File: config.mk
export PLATFORM = sky130hd
export DESIGN_NAME = apb_csr_completer
export DESIGN_NICKNAME = d
export VERILOG_FILES = /design/src/rtl/apb_csr_pkg.sv /design/src/rtl/apb_wait_gen.sv /design/src/rtl/apb_csr_completer.sv
export SDC_FILE = /design/constraint.sdc
export NUM_CORES = 1
export LEC_CHECK = 0
export CELL_PAD_IN_SITES_DETAIL_PLACEMENT = 1
export CELL_PAD_IN_SITES_GLOBAL_PLACEMENT = 2
export CORE_ASPECT_RATIO = 1.5
export CORE_UTILIZATION = 33
export DETAILED_ROUTE_END_ITERATION = 10
export GPL_ROUTABILITY_DRIVEN = 0
export PLACE_DENSITY_LB_ADDON = 0.15
export SLEW_MARGIN = 20
export SYNTH_ARGS = -nofsm -noshare
export SYNTH_HDL_FRONTEND = slang
export SYNTH_SLANG_ARGS = --single-unit
File: constraint.sdc
create_clock -name sys_clk -period 5.9 [get_ports sys_clk]
set_clock_uncertainty 0.05 [all_clocks]
set_input_delay 0.59 -clock sys_clk [delete_from_list [all_inputs] [get_ports sys_clk]]
set_output_delay 0.59 -clock sys_clk [all_outputs]
set_load 0.01 [all_outputs]
File: src/rtl/apb_csr_pkg.sv
// apb_csr_pkg: shared types, register offsets and byte-lane merge for the APB CSR completer.
package apb_csr_pkg;
  typedef enum logic {IDLE, ACCESS} state_t;
  localparam logic [15:0] ADDR_ID       = 16'h00;
  localparam logic [15:0] ADDR_CTRL     = 16'h04;
  localparam logic [15:0] ADDR_STATUS   = 16'h08;
  localparam logic [15:0] ADDR_IRQ_STAT = 16'h0C;
  localparam logic [15:0] ADDR_IRQ_EN   = 16'h10;
  localparam logic [15:0] ADDR_SCRATCH  = 16'h14;
  localparam logic [15:0] ADDR_TICK     = 16'h18;
  function automatic logic [31:0] merge(input logic [31:0] old_v, input logic [31:0] new_v, input logic [3:0] strb);
    logic [31:0] m;
    for (int b = 0; b < 4; b++) m[8*b +: 8] = strb[b] ? new_v[8*b +: 8] : old_v[8*b +: 8];
    return m;
  endfunction
endpackage

File: src/rtl/apb_wait_gen.sv
// apb_wait_gen: APB setup/access sequencing with a programmable number of wait states.
module apb_wait_gen
  import apb_csr_pkg::*;
#(
  parameter int WAIT_STATES = 1
) (
  input  logic sys_clk,
  input  logic rst_n,
  input  logic psel,
  input  logic penable,
  output logic ready
);
  state_t state, state_nx;
  logic [3:0] cnt, cnt_nx;
  always_ff @(posedge sys_clk or negedge rst_n) begin
    if (!rst_n) begin
      state <= IDLE;
      cnt   <= '0;
    end else begin
      state <= state_nx;
      cnt   <= cnt_nx;
    end
  end
  // A setup phase seen while already in ACCESS restarts the transfer.
  always_comb begin
    state_nx = state;
    cnt_nx   = cnt;
    ready    = 1'b0;
    if (psel && !penable) begin
      state_nx = ACCESS;
      cnt_nx   = 4'(WAIT_STATES);
    end else if (state == ACCESS) begin
      if (!psel) state_nx = IDLE;
      else if (cnt != '0) cnt_nx = cnt - 4'd1;
      else begin
        ready    = 1'b1;
        state_nx = IDLE;
      end
    end
  end
endmodule

File: src/rtl/apb_csr_completer.sv
// apb_csr_completer: APB completer for the GNSS peripheral control/status register bank.
// TICK_RST only exists so the tick wrap can be reached quickly; keep it 0 in real instances.
module apb_csr_completer
  import apb_csr_pkg::*;
#(
  parameter int          WAIT_STATES = 1,
  parameter logic [31:0] ID_VALUE    = 32'h474E_5301,
  parameter int          IRQ_W       = 8,
  parameter logic [31:0] TICK_RST    = 32'h0
) (
  input  logic             sys_clk,
  input  logic             rst_n,
  input  logic [15:0]      apb_paddr,
  input  logic             apb_pwrite,
  input  logic             apb_psel,
  input  logic             apb_penable,
  input  logic [3:0]       apb_pstrb,
  input  logic [31:0]      apb_pwdata,
  output logic [31:0]      apb_prdata,
  output logic             apb_pready,
  output logic             apb_pslverr,
  output logic [31:0]      ctrl_o,
  input  logic [31:0]      status_i,
  input  logic [IRQ_W-1:0] irq_set_i,
  input  logic             tick_i,
  output logic             irq_o
);
  logic ready, err, wr;
  logic [31:0] ctrl, scratch, tick_cnt, rdata;
  logic [IRQ_W-1:0] irq_stat, irq_en, clr;
  apb_wait_gen #(.WAIT_STATES(WAIT_STATES)) u_wait (
    .sys_clk (sys_clk),
    .rst_n   (rst_n),
    .psel    (apb_psel),
    .penable (apb_penable),
    .ready   (ready)
  );
  assign err = apb_paddr > ADDR_TICK || apb_paddr[1:0] != 2'b00 ||
               (apb_pwrite && (apb_paddr == ADDR_ID || apb_paddr == ADDR_STATUS || apb_paddr == ADDR_TICK));
  assign wr  = ready && apb_pwrite && !err;
  assign clr = (wr && apb_paddr == ADDR_IRQ_STAT) ? IRQ_W'(apb_pwdata & merge('0, '1, apb_pstrb)) : '0;
  always_comb begin
    rdata = '0;
    case (apb_paddr)
      ADDR_ID:       rdata = ID_VALUE;
      ADDR_CTRL:     rdata = ctrl;
      ADDR_STATUS:   rdata = status_i;
      ADDR_IRQ_STAT: rdata = 32'(irq_stat);
      ADDR_IRQ_EN:   rdata = 32'(irq_en);
      ADDR_SCRATCH:  rdata = scratch;
      ADDR_TICK:     rdata = tick_cnt;
      default:       rdata = '0;
    endcase
  end
  assign apb_pready  = ready;
  assign apb_pslverr = ready && err;
  assign apb_prdata  = (ready && !err && !apb_pwrite) ? rdata : '0;
  assign ctrl_o      = ctrl;
  // Pending set pulses are OR-ed in after the clear so a simultaneous set wins.
  always_ff @(posedge sys_clk or negedge rst_n) begin
    if (!rst_n) begin
      ctrl     <= '0;
      scratch  <= '0;
      irq_stat <= '0;
      irq_en   <= '0;
      tick_cnt <= TICK_RST;
      irq_o    <= 1'b0;
    end else begin
      tick_cnt <= tick_cnt + 32'(tick_i);
      irq_stat <= (irq_stat & ~clr) | irq_set_i;
      irq_o    <= |(irq_stat & irq_en);
      if (wr && apb_paddr == ADDR_CTRL) ctrl <= merge(ctrl, apb_pwdata, apb_pstrb);
      if (wr && apb_paddr == ADDR_SCRATCH) scratch <= merge(scratch, apb_pwdata, apb_pstrb);
      if (wr && apb_paddr == ADDR_IRQ_EN) irq_en <= IRQ_W'(merge(32'(irq_en), apb_pwdata, apb_pstrb));
    end
  end
endmodule

==> impl_results.md, run 1 <==
* Slew Limit Fails at 0
* Startpoint class of the critical path: input port
* Crit path arrival time at between 3000 and 4000 ps
* Routed vias at 5,032
* Vias per cell at 5.55
* Clock sink total at 118
* Final Hold Fails at 0
* Clock Tree Buf Depth at 2
* Sequential area share after synthesis at 0.487
* Post-DP HPWL at 14.6 mm
* CP required at approximately 5300 ps
* DIE HEIGHT at between 150 and 200 um
* Synth Flop Type: dfrtp_1
* DRC errors left at 0
* Critical setup path kind: in2out
* Worst path most repeated cell: clkdlybuf4s50_1
* P_int at around 0.0016 W
* CTS clk-pin slew, worst paths at 50 ps
* FF-to-FF setup slack at 2800 ps
* CTS resizes at 0
* Inserted Diodes at 0
* RSZ-0062 raised after global routing: no
* Crit Reg-Reg Endpoint: irq_en[6]
* Post-synth EDFFs at 0
* Gr usage total at 0.218
* DRT Pass-1 Iters at 4
* Initial DRC count at approximately 220
* Combinational Power Share at 0.088
* Top-area cell type share of the netlist area at 0.487
* Static Leak at around 3.4 nW
* Critical-path maximum fanout at 15
* Fin crit period at around 4600 ps
* Synth area leaders: dfrtp_1 49%, mux2_2 13%, a22oi_1 7.6%, xnor2_1 3.2%, a21oi_1 2.5%
* Worst path slowest cell: nor4_4
* Core Region at 17,900 sq um
* MaxCap Viol Count at 0
* Worst hold path class: in2async
* Synth warnings at 0
* Most frequent cells in the layout: 163 x clkdlybuf4s50_1, 118 x dfrtp_1, 69 x mux2_2
* Critical path cell sequence: clkdlybuf4s50_1 > or4_1 > nor4_4 > buf_4 > a22oi_1 > a21oi_1 > clkdlybuf4s50_1
* Netlist cell types at 52
* PnR worst setup slack at 1330 ps
* Largest net degree at the start of global routing at 63
* Die X at 113 um
* Final setup fails at 0
* Psw at between 0.0004 and 0.0005 W
* Wire per inst at approximately 22 um
* Die Area at 18,900 sq um
* CTS Root Cell: clkbuf_16
* Final Net Count at 780
* Ys async rst share at 1.00
* Fmax at 219 MHz
* WL final at ~20 mm
* I/O Pins at 165
* Slew margin rel. at 0.312
* Seq cells post-synth at between 100 and 150
* Mean Syn Cell Area at around 12 sq um
* Fin crit share at 0.775
* Worst-margin pin slew at between 1000 and 1500 ps
* Fraction of layout cells with a size suffix above 1 at 0.194
* Setup slack at placement at about 1300 ps
* Post-CTS setup buffers at 0
* Worst path bufs/invs at 3
* IO Port Bufs at between 150 and 200
* Number of global-route vias before repair at 5,573
* Post-Syn Instances at 515
* Post-route ant nets at 0
* First-pass GRT wire length at ~31 mm
* Num rows at 60
* Worst path top cell family by delay: simple AND/OR/NAND/NOR gates
* Commonest non-fill, non-tap cell in the layout: clkdlybuf4s50_1
* R2R depth at 6
* Worst-Skew Late Latency at about 410 ps
* Power Dens Cells at 241 nW/um^2
* Status: finished, final reports clean
* Clock share of power at 0.483
* CTS Buf Count at 17
* Reg power frac at 0.429
* Crit. End Element: output pin
* Sw Share at 0.237
* Starting Density at 0.338
* Area leader, netlist: dfrtp_1
* Overflow after GRT at 0
* Worst vdd ir at around 0.16 mV
* Hold Buf Count CTS at 0
* Post-Syn Area at 6060 sq um
* H-tree depth at 4
* Total negative slack at 0 ps
* Crit path largest cell delay at approximately 960 ps
* Layout area overhead at 40.2%
* TritonCTS clock tree: done
* Worst r2r src: u_wait.cnt[0]
* Post-synth net total at ~600
* Initial antenna violation count at 0
==> cell families after synthesis <==
family | share of synthesized area
AO/OA/AOI/OAI | 0.148
flip-flops | 0.487
adder cells (fa/ha/maj) | 0.00826
multiplexers | 0.137
buffers and inverters | 0.0299
AND/OR/NAND/NOR | 0.143
XOR/XNOR | 0.0462
==> metal layers <==
layer  wire [um]  track usage
met5           0            0
met4         420       0.0829
met3         812       0.0461
met2       10400        0.387
met1        7970        0.257
==> power by group through the flow <==
stage	sequential (W)	clock [W]	combinational [W]
2_1_floorplan	0.000876	0	0.0000802
3_3_place_gp	0.000891	0	0.000175
3_5_place_dp	0.000895	0	0.000183
4_1_cts	0.000881	0.00101	0.000184
5_1_grt	0.000886	0.00105	0.000200
6_report	0.000880	0.000991	0.000180
==> area by class of cell <==
type | instances | area [sq um]
Multi-Input combinational cell | 359 | 2960
Tap cell | 217 | 272
Fill cell | 1930 | 9450
Sequential cell | 118 | 2950
Clock buffer | 23 | 498
Timing Repair Buffer | 173 | 1710
Clock inverter | 7 | 71.3
Inverter | 9 | 33.8
==> synth_stat cells (all sizes together), types with 2 or more instances <==
cell type,n
a21o,8
a21oi,30
a221oi,12
a22oi,61
a31oi,2
and2,6
and3,5
and4,4
buf,22
clkbuf,7
dfrtp,118
ha,4
inv,9
mux2,72
nand2,11
nand3,30
nand4,16
nor2,7
nor2b,3
nor3,11
nor4,11
nor4b,5
o22a,7
or3,3
or4,4
or4b,3
xnor2,22
xor2,10
==> how the worst max path moves through the flow <==
stage	end	slack, ps	cells past startpoint	from
after floorplan	apb_prdata[6]	2870	6	apb_paddr[11]
after global placement	apb_prdata[27]	1360	7	apb_paddr[7]
after detailed placement	apb_prdata[28]	1300	7	apb_paddr[4]
after CTS	apb_prdata[27]	1290	7	apb_paddr[4]
after global routing	apb_prdata[27]	1160	7	apb_paddr[4]
final	apb_prdata[27]	1330	7	apb_paddr[4]
==> sequential cells by signal (all words and copies together) (netlist names) <==
name          count
ctrl_o           32
scratch          32
tick_cnt         32
irq_en            8
irq_stat          8
u_wait.cnt        4
irq_o             1
u_wait.state      1
==> through the flow <==
step	std cells	total power, W	util	cell area (sq um)	hold WS (ps)
4_1_cts	906	0.00208	0.473	8490	213
5_1_grt	906	0.00213	0.473	8490	240
3_3_place_gp	876	0.00107	0.442	7930	439
6_report	906	0.00205	0.473	8490	177
2_1_floorplan	515	0.000957	-	6060	244
3_5_place_dp	876	0.00108	0.442	7930	445
==> worst reg2reg max path, cell delays in order, from the launching register on <==
cell	delay, ps
dfrtp_1	420
inv_1	110
ha_1	140
or3b_1	490
nor4_2	880
and2_1	510
mux2_2	390
Note: power is estimated with default switching activity, not from simulation.
==> inputs of run 2 (changes only) <==
--- a/config.mk
+++ b/config.mk
@@ -8,7 +8,7 @@
 export CELL_PAD_IN_SITES_DETAIL_PLACEMENT = 1
 export CELL_PAD_IN_SITES_GLOBAL_PLACEMENT = 2
 export CORE_ASPECT_RATIO = 1.5
-export CORE_UTILIZATION = 33
+export CORE_UTILIZATION = 31
 export DETAILED_ROUTE_END_ITERATION = 10
 export GPL_ROUTABILITY_DRIVEN = 0
 export PLACE_DENSITY_LB_ADDON = 0.15
==> constraint.sdc (replaced) <==
create_clock -name sys_clk -period 4.7 [get_ports sys_clk]
set_clock_uncertainty 0.05 [all_clocks]
set_input_delay 0.47 -clock sys_clk [delete_from_list [all_inputs] [get_ports sys_clk]]
set_output_delay 0.47 -clock sys_clk [all_outputs]
set_load 0.01 [all_outputs]
==> run 2 against run 1 <==
Against the previous run: utilization is 2.5 points lower; critical path type unchanged; hold slack worse by 100 ps; die area is 6.4% higher; total power is 28% higher.
==> impl_results.md, run 2 (synthesis results as in run 1) <==
* Critical path cell sequence: clkdlybuf4s50_1 > or4b_2 > nor4_4 > buf_4 > a22oi_1 > a21oi_1 > clkdlybuf4s50_1
* Final Net Count at 786 (+0.77%)
* Core Region at 19,200 sq um (+6.8%)
* Crit path from: apb_paddr[3]
* Most frequent cells in the layout: 163 x clkdlybuf4s50_1, 118 x dfrtp_1, 69 x mux2_2
* CP required at 4180 ps (-1080 ps)
* Filler Cell Count at 2,085 (+8.0%)
* R2R depth at 6 (unchanged)
* Wire per inst at 21.5 um (-0.87%)
* Crit path arrival time at 3520 ps (-410 ps)
* Critical setup path kind: in2out
* Routed vias at 5,048 (+0.32%)
* Layout area overhead at 41.8%
* Largest net degree at the start of global routing at 58 (-7.9%)
* Crit path largest cell delay at 700 ps (-260 ps)
* Hold slack at 76.0 ps (-101 ps)
* Worst-margin pin slew at 790 ps (-234 ps)
* Gr usage total at 0.217 (-0.00186)
* Vias per cell at 5.30 (-4.5%)
* Fmax at 248 MHz
* Slew margin rel. at 0.469 (+0.156)
* Inserted Diodes at 0 (unchanged)
* Worst r2r src: u_wait.cnt[1]
* RSZ-0062 raised after global routing: no
* DRC errors left at 0 (unchanged)
* Power Dens Cells at 305 nW/um^2 (+26%)
* Fin crit share at 0.859
* Crit path to: apb_prdata[9]
* Fin crit period at 4040 ps
* DIE HEIGHT at 173 um (+3.1%)
* CTS resizes at 0 (unchanged)
* CTS clk-pin slew, worst paths at 60 ps (about the same)
* Crit Reg-Reg Endpoint: scratch[9]
* Placed inst area at 8010 sq um (+1.0%)
* WL final at 20.4 mm (+4.2%)
* IO Port Bufs at 164 (unchanged)
* TritonCTS clock tree: done
* DRT Pass-1 Iters at 5 (+1)
* Starting Density at 0.316 (-0.0215)
* I/O Pins at 165 (unchanged)
* Final setup fails at 0 (unchanged)
* H-tree depth at 4 (unchanged)
* First-pass GRT wire length at 32.5 mm (+4.0%)
* FF-to-FF setup slack at 1910 ps (-890 ps)
* Static Leak at 3.49 nW (+1.2%)
* PnR worst setup slack at 662 ps (-665 ps)
* Die Area at 20,100 sq um (+6.4%)
* Fraction of layout cells with a size suffix above 1 at 0.197 (+0.00235)
* Hold Buf Count CTS at 0 (unchanged)
* Clock sink total at 118 (unchanged)
* Overflow after GRT at 0 (unchanged)
* Final instance area at 8590 sq um (+1.2%)
* Total negative slack at 0 ps (unchanged)
* Slew Limit Fails at 0 (unchanged)
* Worst vdd ir at 0.217 mV (+34%)
* Post-CTS setup buffers at 0 (unchanged)
* CTS Root Cell: clkbuf_16
* Initial antenna violation count at 0 (unchanged)
* Initial DRC count at 221 (-0.90%)
* Final Hold Fails at 0 (unchanged)
* Post-DP HPWL at 15.2 mm (+3.7%)
* Worst-Skew Late Latency at 410 ps (about the same)
* Worst path slowest cell: or4b_2
* Setup slack at placement at 686 ps (-619 ps)
* Startpoint class of the critical path: input port
* Worst hold path class: in2async
* Crit. End Element: output pin
* CTS Buf Count at 17 (unchanged)
* Commonest non-fill, non-tap cell in the layout: clkdlybuf4s50_1
* MaxCap Viol Count at 0 (unchanged)
* Clock Tree Buf Depth at 2 (unchanged)
* Post-route ant nets at 0 (unchanged)
* Number of global-route vias before repair at 5,608 (+0.63%)
* Worst path most repeated cell: clkdlybuf4s50_1
* Die X at 116 um (+3.1%)
* Critical-path maximum fanout at 31 (+16)
* Status: finished, final reports clean
* Num rows at 62 (+3.3%)
[run 2: area by class of cell]
type	instances	area (sq um)	share of cell area
clock buffers	24	492	0.0572
clock inverters	7	95.1	0.0111
inverters	9	33.8	0.00393
multi-input cells	359	2950	0.343
flip-flops and latches	118	2950	0.344
well taps	256	320	0.0373
repair buffers	179	1750	0.204
[run 2: critical path, delay by kind of cell]
family	cells	cell delay [ps]
AOI/OAI and AO/OA	2	450
buffers and inverters	3	1660
and+or+nand+nor	2	920
[run 2: per-layer routing]
layer  up-vias  track usage  part of all wire
li1       2319            -                 -
met1      2560        0.256              0.40
met2       151        0.391              0.55
met3        18       0.0434             0.042
met4         0       0.0572             0.012
met5         -            0                 0
[run 2: how the worst min path moves through the flow]
stage | endpoint | slack (ps) | cells past startpoint
after floorplan | ctrl_o[0] | 120 | 0
after global placement | tick_cnt[31] | 430 | 1
after detailed placement | tick_cnt[31] | 440 | 1
after CTS | irq_stat[5] | 100 | 1
after global routing | irq_stat[5] | 120 | 1
final | irq_stat[5] | 80 | 1
[run 2: metrics by stage]
step           cells  utilization  power, W
2_1_floorplan    515            -   0.00120
3_3_place_gp     921        0.418   0.00134
3_5_place_dp     921        0.418   0.00135
4_1_cts          952        0.448   0.00266
5_1_grt          952        0.448   0.00273
6_report         952        0.448   0.00262
[run 2: power breakdown]
group	internal, W	switching, W
Combinational	0.000121	0.000108
Clock	0.000833	0.000450
Sequential	0.00106	0.0000507
Total	0.00201	0.000609
==> inputs of run 3 (changes only) <==
--- a/config.mk
+++ b/config.mk
@@ -5,6 +5,7 @@
 export SDC_FILE = /design/constraint.sdc
 export NUM_CORES = 1
 export LEC_CHECK = 0
+export ABC_CLOCK_PERIOD_IN_PS = 4700
 export CELL_PAD_IN_SITES_DETAIL_PLACEMENT = 1
 export CELL_PAD_IN_SITES_GLOBAL_PLACEMENT = 2
 export CORE_ASPECT_RATIO = 1.5
==> results of run 3 <==
Same layout as run 2: the final DEF is identical, and so are final timing and power.
